===== src/rtl/pipelined_adder_pkg.sv =====
// Shared defaults and helpers for the pipelined ripple-carry adder.
// Optional signed-overflow output is enabled by defining PIPE_ADDER_OVF_EN.
package pipelined_adder_pkg;

  localparam int unsigned DEF_WIDTH  = 32;
  localparam int unsigned DEF_STAGES = 4;

  function automatic int unsigned chunk_width(input int unsigned w, input int unsigned s);
    return (s == 0) ? w : w / s;
  endfunction

  function automatic bit params_ok(input int unsigned w, input int unsigned s);
    return (s >= 1) && (s <= w) && ((w % s) == 0);
  endfunction

  // One full-adder cell: returns {carry_out, sum}
  function automatic logic [1:0] full_add(input logic x, input logic y, input logic c);
    return {(x & y) | (c & (x ^ y)), x ^ y ^ c};
  endfunction

endpackage


===== src/rtl/pipelined_adder_chunk.sv =====
// Combinational N-bit ripple-carry adder built from full-adder cells.
module pipelined_adder_chunk
  import pipelined_adder_pkg::*;
#(
  parameter int unsigned N = 8
) (
  input  logic [N-1:0] a,
  input  logic [N-1:0] b,
  input  logic         cin,
  output logic [N-1:0] sum,
  output logic         cout
);

  always_comb begin : ripple
    logic       c;
    logic [1:0] fa;
    c   = cin;
    fa  = 2'b00;
    sum = '0;
    for (int i = 0; i < int'(N); i++) begin
      fa     = full_add(a[i], b[i], c);
      sum[i] = fa[0];
      c      = fa[1];
    end
    cout = c;
  end

endmodule


===== src/rtl/pipelined_adder.sv =====
// Pipelined ripple-carry adder: one CHUNK-bit slice per stage, valid/ready with bubble collapse.
// Define PIPE_ADDER_OVF_EN to add the registered signed-overflow output ovf.
module pipelined_adder
  import pipelined_adder_pkg::*;
#(
  parameter int unsigned WIDTH  = DEF_WIDTH,
  parameter int unsigned STAGES = DEF_STAGES
) (
  input  logic             clk,
  input  logic             rst_n,
  input  logic             in_valid,
  output logic             in_ready,
  input  logic [WIDTH-1:0] a,
  input  logic [WIDTH-1:0] b,
  input  logic             cin,
  output logic             out_valid,
  input  logic             out_ready,
  output logic [WIDTH-1:0] sum,
  output logic             cout
`ifdef PIPE_ADDER_OVF_EN
  ,
  output logic             ovf
`endif
);

  localparam int unsigned CHUNK = chunk_width(WIDTH, STAGES);

  if (!params_ok(WIDTH, STAGES)) begin : g_bad_params
    $error("pipelined_adder: WIDTH must be a multiple of STAGES with 1 <= STAGES <= WIDTH");
  end

  for (genvar k = 0; k < int'(STAGES); k++) begin : g_stage
    localparam int unsigned SRC  = WIDTH - k * CHUNK;
    localparam int unsigned REM  = WIDTH - (k + 1) * CHUNK;
    localparam int unsigned DONE = (k + 1) * CHUNK;

    logic             vld;
    logic             cy;
    logic             adv;
    logic             ld_vld;
    logic             ld_cin;
    logic [SRC-1:0]   src_a;
    logic [SRC-1:0]   src_b;
    logic [CHUNK-1:0] chunk_sum;
    logic             chunk_cout;
    logic [DONE-1:0]  done_d;
    logic [DONE-1:0]  done_q;

    // Stage inputs: top-level operands for stage 0, previous stage registers otherwise
    if (k == 0) begin : g_src_in
      assign ld_vld = in_valid;
      assign ld_cin = cin;
      assign src_a  = a;
      assign src_b  = b;
      assign done_d = chunk_sum;
    end else begin : g_src_prev
      assign ld_vld = g_stage[k-1].vld;
      assign ld_cin = g_stage[k-1].cy;
      assign src_a  = g_stage[k-1].g_rem.a_q;
      assign src_b  = g_stage[k-1].g_rem.b_q;
      assign done_d = {chunk_sum, g_stage[k-1].done_q};
    end

    // A stage may load when empty or when everything downstream moves
    if (k == int'(STAGES) - 1) begin : g_adv_last
      assign adv = ~vld | out_ready;
    end else begin : g_adv_mid
      assign adv = ~vld | g_stage[k+1].adv;
    end

    pipelined_adder_chunk #(.N(CHUNK)) u_chunk (
      .a    (src_a[CHUNK-1:0]),
      .b    (src_b[CHUNK-1:0]),
      .cin  (ld_cin),
      .sum  (chunk_sum),
      .cout (chunk_cout)
    );

    always_ff @(posedge clk or negedge rst_n) begin : stage_regs
      if (!rst_n) begin
        vld    <= 1'b0;
        cy     <= 1'b0;
        done_q <= '0;
      end else if (adv) begin
        vld    <= ld_vld;
        cy     <= chunk_cout;
        done_q <= done_d;
      end
    end

    // Operand bits not yet consumed travel with the op
    if (REM > 0) begin : g_rem
      logic [REM-1:0] a_q;
      logic [REM-1:0] b_q;
      always_ff @(posedge clk or negedge rst_n) begin : rem_regs
        if (!rst_n) begin
          a_q <= '0;
          b_q <= '0;
        end else if (adv) begin
          a_q <= src_a[SRC-1:CHUNK];
          b_q <= src_b[SRC-1:CHUNK];
        end
      end
    end

`ifdef PIPE_ADDER_OVF_EN
    logic src_am;
    logic src_bm;
    if (k == 0) begin : g_msb_in
      assign src_am = a[WIDTH-1];
      assign src_bm = b[WIDTH-1];
    end else begin : g_msb_prev
      assign src_am = g_stage[k-1].g_msb.am_q;
      assign src_bm = g_stage[k-1].g_msb.bm_q;
    end

    if (k < int'(STAGES) - 1) begin : g_msb
      logic am_q;
      logic bm_q;
      always_ff @(posedge clk or negedge rst_n) begin : msb_regs
        if (!rst_n) begin
          am_q <= 1'b0;
          bm_q <= 1'b0;
        end else if (adv) begin
          am_q <= src_am;
          bm_q <= src_bm;
        end
      end
    end else begin : g_ovf
      logic ovf_q;
      always_ff @(posedge clk or negedge rst_n) begin : ovf_reg
        if (!rst_n) begin
          ovf_q <= 1'b0;
        end else if (adv) begin
          ovf_q <= (src_am == src_bm) & (chunk_sum[CHUNK-1] != src_am);
        end
      end
    end
`endif
  end

  assign in_ready  = g_stage[0].adv;
  assign out_valid = g_stage[STAGES-1].vld;
  assign sum       = g_stage[STAGES-1].done_q;
  assign cout      = g_stage[STAGES-1].cy;
`ifdef PIPE_ADDER_OVF_EN
  assign ovf       = g_stage[STAGES-1].g_ovf.ovf_q;
`endif

endmodule

===== config.mk =====
export PLATFORM = sky130hd
export DESIGN_NAME = pipelined_adder
export DESIGN_NICKNAME = d
export VERILOG_FILES = /design/src/rtl/pipelined_adder_pkg.sv /design/src/rtl/pipelined_adder_chunk.sv /design/src/rtl/pipelined_adder.sv
export SDC_FILE = /design/constraint.sdc
export NUM_CORES = 1
export LEC_CHECK = 0
export ABC_AREA = 0
export BUFFER_PORTS_ARGS = -buffer_cell sky130_fd_sc_hd__buf_2
export CAP_MARGIN = 20
export CORE_AREA = 10 10 237 126
export DETAILED_ROUTE_END_ITERATION = 8
export DIE_AREA = 0 0 247 136
export PLACE_DENSITY_LB_ADDON = 0.3
export SLEW_MARGIN = 25
export SYNTH_ARGS = -nofsm -noshare
export SYNTH_HDL_FRONTEND = slang
export SYNTH_HIERARCHICAL = 1
export SYNTH_SLANG_ARGS = --single-unit

===== constraint.sdc =====
create_clock -name clk -period 4.8 [get_ports clk]
set_input_delay 0.24 -clock clk [delete_from_list [all_inputs] [get_ports clk]]
set_output_delay 0.24 -clock clk [all_outputs]
set_load 0.02 [all_outputs]

# After elaboration in Yosys (flattened, before gate mapping)
# Index checks and enable logic that the tools add are counted.
dict set report classes {
  n_bitwise 168
}
# op n
set op_table {}
lappend op_table {{AND 1 bit} 64}
lappend op_table {{bitwise XOR 1 bit} 64}
lappend op_table {{bitwise OR 1 bit} 36}
lappend op_table {{NOT 1 bit} 4}
dict set report totals {
  inputBits 69
  out_inout_bits 35
  ff_bits 184
  elab_cells 186
}

# Depth between registers and ports, before layout
dict set report depth {
  word_depth 17
  depth_mapped 13
  ltp_nobuf 13
}

# Modules after synthesis
# The synthesis kept the hierarchy.
# module area_per_inst_um2 cells_each seq_area_each_um2 instances
set modules_own_cells {}
lappend modules_own_cells {pipelined_adder 6832.8 391 4604.4 1}
lappend modules_own_cells {pipelined_adder_chunk 197.7 18 0.0 4}

# Worst setup path after synthesis
# No wires, ideal clock.
dict set report synth_path {
  kind {reg-to-reg}
  startpoint {register g_stage[2].g_rem.a_q[0]}
  endpoint {register g_stage[3].done_q[31] (netlist: sum[31])}
  setup_time_ns 0.065
  t_arrival_ns 3.498
  path_stages_with_launch 14
  t_required_ns 4.735
  synth_period_minus_slack_ns 3.563
  n_path_buf 0
  setup_slack_ns 1.237
  cell_sequence {dfrtp_1 -> inv_1 -> fa_1 -> inv_1 -> fa_1 -> fa_1 -> fa_1 -> fa_1 -> fa_1 -> fa_1 -> inv_1 -> fa_1 -> inv_1 -> mux2_2}
}
dict set report synth_between {
  elab_chain_len 16
  elab_cells_between_ends 17
  classes_between {17 x bitwise}
}
# element line
set synth_rtl {}
lappend synth_rtl {{start, declared} pipelined_adder.sv:93} ;# logic [REM-1:0] a_q;
lappend synth_rtl {{start signal, assigned} pipelined_adder.sv:100} ;# a_q <= src_a[SRC-1:CHUNK];
lappend synth_rtl {{bitwise XOR 1 bit} pipelined_adder_pkg.sv:18} ;# return {(x & y) | (c & (x ^ y)), x ^ y ^ c};
lappend synth_rtl {{AND 1 bit} pipelined_adder_pkg.sv:18}
lappend synth_rtl {{bitwise OR 1 bit (*)} pipelined_adder_pkg.sv:18}
lappend synth_rtl {{AND 1 bit (*)} pipelined_adder_pkg.sv:18}
lappend synth_rtl {{bitwise OR 1 bit (*)} pipelined_adder_pkg.sv:18}
lappend synth_rtl {{AND 1 bit (*)} pipelined_adder_pkg.sv:18}
lappend synth_rtl {{bitwise OR 1 bit (*)} pipelined_adder_pkg.sv:18}
lappend synth_rtl {{AND 1 bit (*)} pipelined_adder_pkg.sv:18}
lappend synth_rtl {{bitwise OR 1 bit (*)} pipelined_adder_pkg.sv:18}
lappend synth_rtl {{AND 1 bit (*)} pipelined_adder_pkg.sv:18}
lappend synth_rtl {{bitwise OR 1 bit (*)} pipelined_adder_pkg.sv:18}
lappend synth_rtl {{AND 1 bit (*)} pipelined_adder_pkg.sv:18}
lappend synth_rtl {{bitwise OR 1 bit (*)} pipelined_adder_pkg.sv:18}
lappend synth_rtl {{AND 1 bit (*)} pipelined_adder_pkg.sv:18}
lappend synth_rtl {{bitwise OR 1 bit (*)} pipelined_adder_pkg.sv:18}
lappend synth_rtl {{bitwise XOR 1 bit (*)} pipelined_adder_pkg.sv:18}
lappend synth_rtl {{named net g_stage[3].chunk_sum[7]} pipelined_adder.sv:44} ;# logic [CHUNK-1:0] chunk_sum;
lappend synth_rtl {{end signal, assigned} pipelined_adder.sv:87} ;# done_q <= done_d;
lappend synth_rtl {{end, declared} pipelined_adder.sv:47} ;# logic [DONE-1:0] done_q;
# The timed path passes the listed nets; every way through them passes the cells marked *.
# A chain may end at the register's enable or synchronous reset.

# Worst setup path after layout
dict set report layout_path {
  startpoint {register g_stage[2].cy}
  endpoint {register g_stage[3].done_q[31] (netlist: sum[31])}
}
dict set report layout_between {
  elab_chain_len 15
}
# element line
set layout_rtl {}
lappend layout_rtl {{start, declared} pipelined_adder.sv:38} ;# logic cy;
lappend layout_rtl {{start signal, assigned} pipelined_adder.sv:86} ;# cy <= chunk_cout;
lappend layout_rtl {{AND 1 bit} pipelined_adder_pkg.sv:18}
lappend layout_rtl {{bitwise OR 1 bit} pipelined_adder_pkg.sv:18}
lappend layout_rtl {{AND 1 bit} pipelined_adder_pkg.sv:18}
lappend layout_rtl {{bitwise OR 1 bit} pipelined_adder_pkg.sv:18}
lappend layout_rtl {{AND 1 bit} pipelined_adder_pkg.sv:18}
lappend layout_rtl {{bitwise OR 1 bit} pipelined_adder_pkg.sv:18}
lappend layout_rtl {{AND 1 bit} pipelined_adder_pkg.sv:18}
lappend layout_rtl {{bitwise OR 1 bit} pipelined_adder_pkg.sv:18}
lappend layout_rtl {{AND 1 bit} pipelined_adder_pkg.sv:18}
lappend layout_rtl {{bitwise OR 1 bit} pipelined_adder_pkg.sv:18}
lappend layout_rtl {{AND 1 bit} pipelined_adder_pkg.sv:18}
lappend layout_rtl {{bitwise OR 1 bit} pipelined_adder_pkg.sv:18}
lappend layout_rtl {{AND 1 bit} pipelined_adder_pkg.sv:18}
lappend layout_rtl {{bitwise OR 1 bit} pipelined_adder_pkg.sv:18}
lappend layout_rtl {{bitwise XOR 1 bit} pipelined_adder_pkg.sv:18}
lappend layout_rtl {{named net g_stage[3].chunk_sum[7]} pipelined_adder.sv:44}
# The timed path passes the listed nets, and every way through them passes these cells.

==> impl_metrics.toml <==
[layout]
layout.cells.non_filler = 937
final_area_um2 = 9100
multi_input_area_um2 = 2790
nets = 673
utilization = 0.351
regArea_um2 = 4600
num_antenna_cells = 0
final_layout_size_suffix_gt1_frac = 0.544
n_fill_cell = 2504
area_growth_pct = 19.3

[route]
ant_nets = 0
via_per_inst = 4.16
num_vias = 3900
wl_mm = 15.8
wl_per_cell_um = 16.8
first_iter_violations = 137
drc = 0
drtPass1Iterations = 4

[pwr]
p_leak_nw = 4.08
power_mw = 4.70
p_per_area_nw_per_um2 = 516
vdd_drop_max_v = 0.000258

[worst_setup_path]
cp-start-kind = "flip-flop"
crit_cells = 13
crit_family = "adder cells"
crit_arrival_ps = 4250
cpPeakStageDelay_ps = 420
timing.rr.start = "g_stage[2].cy"
crit_fanout = 2
r2r_slack_ps = 920
path_cells = "inv_1 -> fa_1 -> inv_1 -> fa_1 -> fa_1 -> fa_1 -> fa_1 -> fa_1 -> fa_1 -> inv_1 -> fa_1 -> inv_1 -> mux2_2"
path_class = "flip-flop to flip-flop"
ff2ff_path_depth = 13
cpMaxStageDelayCell = "fa_1"
crit_buf_inv = 4
r2r_end = "sum[31]"
crit_path_end_kind = "flip-flop"
cp_data_required_time_ps = 5180
worst_path_most_repeated_cell = "fa_1"

[synth]
synth.avg_cell_area_um2 = 16.5
synthArstFlopShare = 1.00
yosys-top-cells-count = "dfrtp_1, mux2_2, inv_1"
synth_top_area_cell = "dfrtp_1"
synth_top_flop_cell = "dfrtp_1"
netlist-cell-type-count = 14
synth_edf_count = 0
synth-seq-cells = 184
synth_top_area_frac = 0.604
synth_area_leaders = "dfrtp_1, mux2_2, fa_1"
synth.most_common_cell = "dfrtp_1"
ys_seq_area_frac = 0.604
synth_area_um2 = 7620
syn_inst = 463
syn-num-nets = 564
yosysWarnings = 6

[timing]
finalSetupViolCount = 0
setup-tns-final_ps = 0
maxSlewViolCount = 0
max_freq_ghz = 0.258
fin_skew_ps = 7.84
finalHoldViolations = 0
layout_min_cycle_time_ps = 3880
layout_worst_path_cycle_share = 0.808
rsz0062_at_grt = "false"
worst_slack_ps = 922
slew_headroom = 0.417
hold-worst-slack_ps = 33.2
tightest_slew_ps = 875

[die]
core_area_um2 = 25900
initial_core_util = 0.294
die-area_um2 = 33600
die_x_um = 247
die_h_um = 136
ios = 104
rows = 42

[placement]
dp.cells = 903
place.gp.congestion = 0.708
dpl-instance-area_um2 = 8540
port_buffers = 103
place.detailed.hpwl_mm = 10.9
place_ws_ps = 895

[clocking]
post_cts_resized = 0
hold_buffers = 2
cts_max_level = 4
clock_sinks = 184
cts.reportedPaths.clkPinSlew_ps = 60
cts_tree = "done"
cts_made_buffers = 17
cts.path.max_buffers = 2
post_cts_buffers = 0
clk-insertion-delay-late_ps = 440
cts_root_buf = "clkbuf_16"

[min_path]
whs_endpoint = "g_stage[0].g_rem.b_q[5]"
hp-start = "b[13]"
whs_path_depth = 2
hp-class = "input port to flip-flop"

[global_route]
first_global_vias = 4607
grtUsageTotal = 0.101
grt_pass1_wl_mm = 25.7
antenna_found_initial = 2
grt_max_degree = 106
grt_overflow = 0

[flow_run]
maxCapViolCount = 0

[run_status]
status = "completed"
logic make-up (layout without fill, tap and decap cells):
group,count (synthesis),in the layout,share of synthesized area
flip-flops,184,184,0.604
multiplexers,180,180,0.270
buffers and inverters,59,181,0.0341
adder cells (fa/ha/maj),32,32,0.0840
AND/OR/NAND/NOR,8,8,0.00804
worst max path at each step:
stage / from / end / slack [ps]
floorplan: g_stage[2].g_rem.a_q[0] / sum[31] / 1240
global placement: g_stage[2].cy / sum[31] / 930
CTS: g_stage[2].cy / sum[31] / 880
detailed placement: g_stage[2].cy / sum[31] / 890
finish: g_stage[2].cy / sum[31] / 920
global route: g_stage[2].cy / sum[31] / 740
layout make-up:
| type | instances | share of cell area |
|---|---|---|
| Sequential cell | 184 | 0.506 |
| Clock buffer | 27 | 0.0553 |
| Multi-Input combinational cell | 220 | 0.306 |
| Timing Repair Buffer | 109 | 0.0631 |
| Clock inverter | 5 | 0.00426 |
| Tap cell | 352 | 0.0484 |
| Inverter | 40 | 0.0165 |
flip-flops by register name, summed over array words and instances (netlist names):
signal and flops:
cout 1, g_stage.vld 3, g_stage.done_q 48, sum 32, out_valid 1, g_stage.g_rem.b_q 48
g_stage.cy 3, g_stage.g_rem.a_q 48
power by group:
| group | internal [mW] | leakage, nW | switching (mW) | total (mW) |
|---|---|---|---|---|
| logic | 0.591 | 1.69 | 0.580 | 1.17 |
| clock network | 0.719 | 0.250 | 0.588 | 1.31 |
| registers | 1.98 | 2.14 | 0.241 | 2.22 |
routing by layer:
metal / share of wire / track usage
met1: 0.47 / 0.125
met2: 0.47 / 0.159
met3: 0.052 / 0.0390
met4: 0.013 / 0.0335
met5: 0 / 0
layout by cell type, fill, tap and decap left out, drive strengths merged, types with 2 or more instances in the layout:
cell         instances
clkbuf              28
dlygate4sd3          2
nand2b               3
inv                 40
buf                106
mux2               180
dfrtp              184
clkinvlp             4
fa                  32
No activity file was read; power rests on OpenSTA's default activity.
